## src/rtl/sl3_tx_arbiter_pkg.sv

```systemverilog
// sl3_tx_arbiter_pkg: DTEngine line type, device-id width and arbiter states
// shared by the SL3 TX arbiter and its skid buffer.
package sl3_tx_arbiter_pkg;
    localparam int DEVICE_ID_WIDTH = 4;
    localparam int PAYLOAD_W       = 32;

    typedef struct packed {
        logic                 last;
        logic [PAYLOAD_W-1:0] payload;
    } CoreDataIn;

    typedef struct packed {
        CoreDataIn                  line;
        logic [DEVICE_ID_WIDTH-1:0] addr;
    } tx_entry_t;

    typedef enum logic {ARB_IDLE, ARB_GRANT} arb_state_t;
endpackage

```

## src/rtl/sl3_tx_skid_buf.sv

```systemverilog
// sl3_tx_skid_buf: 2-entry registered buffer for {CoreDataIn, addr}; ready depends
// only on occupancy, so nothing upstream sees out_ready combinationally.
module sl3_tx_skid_buf
    import sl3_tx_arbiter_pkg::*;
(
    input  logic      clk,
    input  logic      rst_n,
    input  logic      i_valid,
    output logic      o_ready,
    input  tx_entry_t i_data,
    output logic      o_valid,
    input  logic      i_ready,
    output tx_entry_t o_data,
    output logic      o_empty
);
    tx_entry_t  r_mem [2];
    logic       r_wr;
    logic       r_rd;
    logic [1:0] r_cnt;
    logic       w_push;
    logic       w_pop;

    assign o_ready = r_cnt != 2'd2;
    assign o_valid = r_cnt != 2'd0;
    assign o_empty = r_cnt == 2'd0;
    assign o_data  = r_mem[r_rd];
    assign w_push  = i_valid & o_ready;
    assign w_pop   = o_valid & i_ready;

    always_ff @(posedge clk) begin
        if (!rst_n) begin
            r_mem[0] <= '0;
            r_mem[1] <= '0;
            r_wr     <= 1'b0;
            r_rd     <= 1'b0;
            r_cnt    <= 2'd0;
        end else begin
            if (w_push)
                r_mem[r_wr] <= i_data;
            r_wr  <= r_wr ^ w_push;
            r_rd  <= r_rd ^ w_pop;
            r_cnt <= r_cnt + {1'b0, w_push} - {1'b0, w_pop};
        end
    end
endmodule

```

## src/rtl/sl3_tx_arbiter.sv

```systemverilog
// sl3_tx_arbiter: round-robin SL3 TX arbiter with burst lock per destination.
// Optional perf counters enabled by SL3_ARB_PERF_CNT_EN.
module sl3_tx_arbiter
    import sl3_tx_arbiter_pkg::*;
#(
    parameter int NUM_REQ  = 2,
    parameter int REQ_BITS = $clog2(NUM_REQ)
) (
    input  logic                       clk,
    input  logic                       rst_n,
    input  logic                       i_arb_enable,
    input  logic [15:0]                i_max_burst_minus_one,
    input  CoreDataIn                  i_req_data [NUM_REQ],
    input  logic [DEVICE_ID_WIDTH-1:0] i_req_addr [NUM_REQ],
    input  logic [NUM_REQ-1:0]         i_req_valid,
    output logic [NUM_REQ-1:0]         o_req_ready,
    output CoreDataIn                  o_out_data,
    output logic [DEVICE_ID_WIDTH-1:0] o_out_addr,
    output logic                       o_out_valid,
    input  logic                       i_out_ready,
    output logic [REQ_BITS-1:0]        o_grant_id,
    output logic                       o_busy,
    output logic [31:0]                o_perf_lines [NUM_REQ],
    output logic [31:0]                o_perf_stall
);
    arb_state_t                 r_state;
    logic [REQ_BITS-1:0]        r_grant_id;
    logic [DEVICE_ID_WIDTH-1:0] r_lock_addr;
    logic [15:0]                r_burst_cnt;
    logic [REQ_BITS-1:0]        w_pick;
    logic [REQ_BITS-1:0]        w_idx;
    logic                       w_any;
    logic                       w_own_valid;
    logic                       w_addr_ok;
    logic                       w_buf_ready;
    logic                       w_buf_empty;
    logic                       w_acc;
    CoreDataIn                  w_own_line;
    tx_entry_t                  w_buf_in;
    tx_entry_t                  w_buf_out;

    assign w_own_line  = i_req_data[r_grant_id];
    assign w_own_valid = i_req_valid[r_grant_id];
    assign w_addr_ok   = i_req_addr[r_grant_id] == r_lock_addr;
    assign w_acc       = (r_state == ARB_GRANT) & w_own_valid & w_addr_ok & w_buf_ready;
    assign w_buf_in    = {w_own_line, i_req_addr[r_grant_id]};

    // Scan downwards so the last hit is the first valid index after the previous owner.
    always_comb begin
        w_pick = r_grant_id;
        w_idx  = r_grant_id;
        w_any  = 1'b0;
        for (int k = NUM_REQ; k >= 1; k--) begin
            w_idx = REQ_BITS'((int'(r_grant_id) + k) % NUM_REQ);
            if (i_req_valid[w_idx]) begin
                w_pick = w_idx;
                w_any  = 1'b1;
            end
        end
    end

    // A line for a different destination is refused, so ready also needs an address match.
    always_comb begin
        o_req_ready = '0;
        for (int i = 0; i < NUM_REQ; i++)
            o_req_ready[i] = (r_state == ARB_GRANT) && (r_grant_id == REQ_BITS'(i)) && w_buf_ready && w_addr_ok;
    end

    always_ff @(posedge clk) begin
        if (!rst_n) begin
            r_state     <= ARB_IDLE;
            r_grant_id  <= '0;
            r_lock_addr <= '0;
            r_burst_cnt <= '0;
        end else if (r_state == ARB_IDLE) begin
            if (i_arb_enable && w_any) begin
                r_state     <= ARB_GRANT;
                r_grant_id  <= w_pick;
                r_lock_addr <= i_req_addr[w_pick];
                r_burst_cnt <= '0;
            end
        end else if (w_own_valid && !w_addr_ok) begin
            r_state <= ARB_IDLE;
        end else if (w_acc) begin
            r_burst_cnt <= r_burst_cnt + 16'd1;
            if (r_burst_cnt == i_max_burst_minus_one || w_own_line.last)
                r_state <= ARB_IDLE;
        end
    end

    sl3_tx_skid_buf u_buf (
        .clk     (clk),
        .rst_n   (rst_n),
        .i_valid (w_acc),
        .o_ready (w_buf_ready),
        .i_data  (w_buf_in),
        .o_valid (o_out_valid),
        .i_ready (i_out_ready),
        .o_data  (w_buf_out),
        .o_empty (w_buf_empty)
    );

    assign o_out_data = w_buf_out.line;
    assign o_out_addr = w_buf_out.addr;
    assign o_grant_id = r_grant_id;
    assign o_busy     = (r_state == ARB_GRANT) | ~w_buf_empty;

`ifdef SL3_ARB_PERF_CNT_EN
    logic [31:0] r_perf_lines [NUM_REQ];
    logic [31:0] r_perf_stall;

    always_ff @(posedge clk) begin
        if (!rst_n) begin
            for (int i = 0; i < NUM_REQ; i++)
                r_perf_lines[i] <= '0;
            r_perf_stall <= '0;
        end else begin
            for (int i = 0; i < NUM_REQ; i++)
                if (w_acc && r_grant_id == REQ_BITS'(i) && r_perf_lines[i] != '1)
                    r_perf_lines[i] <= r_perf_lines[i] + 32'd1;
            if (o_out_valid && !i_out_ready && r_perf_stall != '1)
                r_perf_stall <= r_perf_stall + 32'd1;
        end
    end

    assign o_perf_lines = r_perf_lines;
    assign o_perf_stall = r_perf_stall;
`else
    always_comb begin
        for (int i = 0; i < NUM_REQ; i++)
            o_perf_lines[i] = '0;
    end
    assign o_perf_stall = '0;
`endif
endmodule
```

## config.mk

```make
export PLATFORM = sky130hd
export DESIGN_NAME = sl3_tx_arbiter
export DESIGN_NICKNAME = d
export VERILOG_FILES = /design/src/rtl/sl3_tx_arbiter_pkg.sv /design/src/rtl/sl3_tx_skid_buf.sv /design/src/rtl/sl3_tx_arbiter.sv
export SDC_FILE = /design/constraint.sdc
export NUM_CORES = 1
export LEC_CHECK = 0
export BUFFER_PORTS_ARGS = -buffer_cell sky130_fd_sc_hd__buf_2
export CORE_MARGIN = 5
export CORE_UTILIZATION = 40
export CTS_BUF_LIST = sky130_fd_sc_hd__clkbuf_8
export CTS_CLUSTER_SIZE = 28
export DETAILED_ROUTE_END_ITERATION = 12
export MAX_ROUTING_LAYER = met4
export PLACE_DENSITY = 0.7
export SYNTH_ARGS = -nofsm -noshare
export SYNTH_HDL_FRONTEND = slang
export SYNTH_SLANG_ARGS = --single-unit
```

## constraint.sdc

```tcl
create_clock -name clk -period 12.1 [get_ports clk]
set_input_delay 0.605 -clock clk [delete_from_list [all_inputs] [get_ports clk]]
set_output_delay 0.605 -clock clk [all_outputs]
set_load 0.1 [all_outputs]
```

Word-level counts from Yosys, hierarchy flattened --
Memory sizes are Yosys's and may differ from the RTL's. A register that Yosys moved wholly into a read port is not among the register bits. Cells that the tools add are included.
Word-level totals: bits in registers 26, latch bits 0, RAM bits 74, memory bits (read-only) 0, input port bits 96, output and inout port bits 138, word-level logic and storage cells 88, memories kept 1
Memories:
- u_buf.r_mem | words 2, bits a word 37, read ports 1, clocked after Yosys merged registers in 1, wr ports 2, line sl3_tx_skid_buf.sv:16 | tx_entry_t r_mem [2];
Cells by class: add/sub/neg operators 5, multipliers 0, div/mod/pow operators 0, order comparisons 5, eq/ne operators 5, shift-type cells 0, multiplexer cells 36, bitwise operators 13, reductions and logical operators 16
Operators with widths (count):
- $mux W33 | 3
- $mux W16 | 4
- $mux W37 | 1
- $reduce_or A37 Y1 | 1
- $mux W4 | 6
- $mux W1 | 22
- $add A16 B1 Y16 const B | 1
- $eq A16 B16 Y1 | 1
- $logic_and A1 B1 Y1 | 8
- $lt A1 B2 Y1 const B | 3
- $and A1 B1 Y1 | 5
- $eq A4 B4 Y1 | 1
- $ge A2 B2 Y1 const B | 2
- $ne A2 B2 Y1 const B | 2
- $not A1 Y2 | 2
- $reduce_bool A2 Y1 | 2
- $not A1 Y1 | 3
- $reduce_and A3 Y1 | 1
- $add A1 B1 Y1 const B | 2
- $add A2 B1 Y2 | 1
- $logic_not A2 Y1 | 1
- $ne A2 B1 Y1 const B | 1
- $reduce_and A2 Y1 | 1
- $sub A2 B1 Y2 | 1
- 4 further kinds | 5

Longest topological paths before layout --
depth after elaboration 13, gate-level depth with buffers 10, depth with buffers taken out 9

Cells and area by module --
From an unflattened synthesis, not the netlist that was laid out.
Second synthesis, totals: cell total of the unflattened synthesis 556, area, all modules 6147.1 um2
Modules (own cells, without submodules):
- sl3_tx_skid_buf | instances 1, cells each 224, area an instance 3468.3 um2, sequential area each 2322.2 um2
- sl3_tx_arbiter | instances 1, cells each 332, area an instance 2678.8 um2, sequential area each 440.4 um2

Worst setup path after synthesis --
OpenSTA, ideal clock, no wires.
path type flip-flop to flip-flop, start register r_grant_id (netlist: o_grant_id), end memory u_buf.r_mem[0][0] in the netlist's numbering (enable), library setup time 0.483 ns, arrival time 4.874 ns, setup slack 6.744 ns, cell stages (with the launch flop) 7, clock period less this slack 5.356 ns, cell sequence dfxtp_1 > buf_6 > mux2i_4 > xnor2_1 > nor4_4 > nand2_4 > o21ai_0
RTL lines:
- from (decl) | line sl3_tx_arbiter.sv:27 | logic [REQ_BITS-1:0] r_grant_id;
- from (signal assigned) | line sl3_tx_arbiter.sv:78 | r_grant_id <= w_pick;
- to (decl) | line sl3_tx_skid_buf.sv:16

==> results.txt <==
* Run status: complete, no violations
* DRT iter0 DRCs: slightly below 200
* Placeable core area: roughly 14000 um2
* Top library cells by usage in the layout, fill and taps aside: buf_2 (137), conb_1 (96), nor2_1 (85)
- Number of antenna diodes: 0
- Dividing the detail-routed via count by the number of cells gives ~4.7.
- Post-CTS timing repair inserted 0 buffers for setup.
- Layout overhead on the synthesized area: 11.8%
- Last weighted congestion value of the routability-driven placer: around 0.91
* Via count: roughly 3900
* Unrepaired setup endpoints after global routing: false
* Number of placed instances with taps included: 814
- Number of hold-slack violations in the final timing report: 0
* Final Cycle Share: 0.350
- For this run, the total global-route usage over all layers was measured as 0.148.
* Synth Area per Inst: 11.0 um2
- For the final database, setup skew stands at 0.00952 ns.
- Setup Viol. Count Final: 0
- In this run the critical register-to-register path is launched from o_grant_id.
- In this run the remaining antenna-violating nets after routing total 0.
- Static timing analysis puts the maximum clock frequency at between 200 and 250 MHz.
- The first global-routing pass estimated roughly 19000 um of wire.
- The setup check on the worst reg-to-reg path leaves a slack of approximately 8 ns.
- Maximum VDD drop: between 0.00008 and 0.00009 V
- No sink is reached through more buffers than the 2 on the longest clock path.
- In this run the critical register-to-register path is captured at u_buf.r_mem[1][2].
- Power spread over the standard cell area amounts to 174 nW/um2.
- Std-Cell Rows: 43
* Final total negative setup slack: 0 ns
* Worst relative slew slack: 0.381
- After technology mapping, the gate count stands at between 500 and 600.
- Length in cells of the worst reg-to-reg path: 7
* Count of port buffers added during placement: 137
- Critical path destination: u_buf.r_mem[1][2]
- Minimum period implied by the final worst setup slack: ~4.2 ns
* Startpoint kind of the worst setup timing path: flip-flop
- Wire per inst: roughly 15 um
* Post-Syn Area: approximately 5700 um2
- Pre-Repair DR Iteration Count: 4
- Slew at the pin closest to its max-slew limit: between 0.9 and 1 ns
- Worst path arrival time: between 4 and 5 ns
* Sum of overflow across all layers after global routing: 0
- The cell sitting at the root of the clock tree is a clkbuf_8.
* Initial standard-cell utilization of the core: 0.410
* Sequential share of the synthesized area: 0.484
- Sinks on Clock Net: 101
* Total of flip-flops plus latches after synthesis: slightly above 100
* Reg clk slew, reported paths: ~0.090 ns
- DRT Wirelength: about 13000 um
- H-Tree Depth: 3
- The number of global-route vias before repair is around 3900.
- Die Footprint: between 15000 and 20000 um2
- For the worst setup path, the data required time is between 10 and 15 ns.
- Clock tree from TritonCTS: built
- Hold buffer count at CTS: 0
- After the last flow step, the layout net total stands at 744.
- Number of CTS-inserted buffers: 9
* Number of violations of the max-capacitance limit: 0
- Number of distinct standard cells referenced by the synthesized netlist: 42
- After detailed routing, the number of remaining DRC violations is 0.
- Path type of the worst min-delay path: reg -> reg
- Leaving out fill and tap cells, the most frequent cell in the layout is buf_2.
* Number of warning messages in the yosys log: 0
- At the end of the flow the core is filled with cells to 0.458.
* Worst slack on hold paths: ~0.53 ns
* Largest net degree at the start of global routing: 39
- Number of antenna violations at the first check in global routing: 0
* Final count of pins violating max slew: 0
- From left edge to right edge, the die measures roughly 130 um.
- Start point of the critical path: o_grant_id
* Layout cells sized above 1: 0.313
- In this run the worst path has a maximum fanout of 38.
- Type of destination of the critical path: flip-flop
- Final Total Pwr: roughly 1.1 mW
- From bottom edge to top edge, the die measures roughly 130 um.
- Setup CP Type: reg -> reg
* Leakage power total: 2.78 nW
- Post-CTS resize count: 0
- HPWL after DPL: just over 9000 um
- For this design the top-level I/O count stands at approximately 230.
* Worst-skew pair later-pin latency: about 0.35 ns
* Post-Layout Cell Count: a little over 800
## power by group
group	switching, mW	total (mW)	internal (mW)
logic	0.388	0.473	0.0845
registers	0.0243	0.410	0.386
clock network	0.111	0.225	0.114
## worst min path at each step
stage	start	to	slack (ns)	cells after the start
4_1_cts	r_burst_cnt[15]	r_burst_cnt[15]	0.52	2
3_5_place_dp	r_burst_cnt[15]	r_burst_cnt[15]	0.50	2
3_3_place_gp	r_burst_cnt[15]	r_burst_cnt[15]	0.48	2
6_report	r_burst_cnt[15]	r_burst_cnt[15]	0.53	2
5_1_grt	r_lock_addr[0]	r_lock_addr[0]	0.55	1
2_1_floorplan	r_burst_cnt[15]	r_burst_cnt[15]	0.46	2
## final cells by class
cell class              instances  area (um2)
fillers                      1298        7550
repair buffers                139         701
flip-flops and latches        101        2770
inverters                       8        30.0
clock inverters                 5        77.6
multi-input cells             386        2460
clock buffers                   9         124
well taps                     180         225
## state kept, by name, indices dropped and copies added (netlist names), named ones only
register	cells
u_buf.r_rd	1
r_burst_cnt	16
o_grant_id	1
u_buf.r_mem	74
u_buf.r_wr	1
r_state	1
r_lock_addr	4
u_buf.r_cnt	2
## per-stage QoR
stage / setup slack [ns] / instance area, um2
3_3_place_gp: 7.93 / 6180
5_1_grt: 7.44 / 6380
2_1_floorplan: 6.74 / 6070
3_5_place_dp: 7.78 / 6180
6_report: 7.86 / 6380
4_1_cts: 7.74 / 6380
## synth_stat cells
cell / n / area, um2
conb_1: 1 / 3.75
mux2i_2: 1 / 13.8
o211ai_1: 2 / 15.0
a21boi_0: 1 / 7.51
nand2_4: 1 / 11.3
nand4_1: 8 / 50.1
o41ai_1: 1 / 8.76
o21ai_0: 8 / 40.0
dfxtp_1: 27 / 541
or3_1: 5 / 31.3
xor2_1: 20 / 175
edfxtp_1: 74 / 2220
o311ai_0: 1 / 8.76
nor4_4: 1 / 21.3
or2_2: 1 / 6.26
or4_1: 2 / 15.0
o211a_1: 5 / 50.1
a21oi_1: 10 / 50.1
and3_1: 2 / 12.5
nor2_1: 85 / 319
nor4_1: 4 / 25.0
o31ai_1: 3 / 22.5
buf_1: 2 / 7.51
nand3b_1: 1 / 7.51
buf_4: 96 / 721
buf_2: 5 / 25.0
mux2i_4: 2 / 45.0
mux2_2: 38 / 428
mux2i_1: 42 / 420
nand3b_2: 1 / 11.3
nor2b_1: 6 / 37.5
nand2_1: 11 / 41.3
inv_2: 1 / 3.75
inv_1: 7 / 26.3
buf_6: 3 / 33.8
and2_1: 7 / 43.8
nand3_1: 7 / 35.0
nand2b_1: 2 / 12.5
xnor2_1: 8 / 70.1
a21boi_1: 1 / 7.51
ha_1: 3 / 37.5
clkbuf_1: 12 / 45.0
## critical path, stage by stage, from the launching register on
cell and delay [ns]:
dfxtp_2 0.67, mux2i_1 0.47, xnor2_1 0.16, nor4_4 0.47, nand2_4 0.20, inv_2 0.17
nand3_2 0.65, nand2_2 1.03
## layer usage
metal | GRT usage | share of wire | routed length [um] | up-vias
met5 | - | 0 | 0 | -
met4 | 0.0575 | 0.018 | 231 | 0
met3 | 0.0276 | 0.092 | 1150 | 19
met2 | 0.242 | 0.47 | 5840 | 200
met1 | 0.182 | 0.42 | 5320 | 1821
li1 | - | - | - | 1847
## kinds of logic (layout without fill, tap and decap cells)
family | after synthesis | after routing | share of synthesized area
adders and majority gates | 3 | 3 | 0.00658
AOI/OAI and AO/OA | 32 | 32 | 0.0368
other | 1 | 96 | 0.000657
muxes | 83 | 83 | 0.159
xor gates and xnor gates | 28 | 28 | 0.0430
buffers and inverters | 126 | 161 | 0.151
and+or+nand+nor | 144 | 144 | 0.119
DFF | 101 | 101 | 0.484
(Power assumes the default switching activity.)
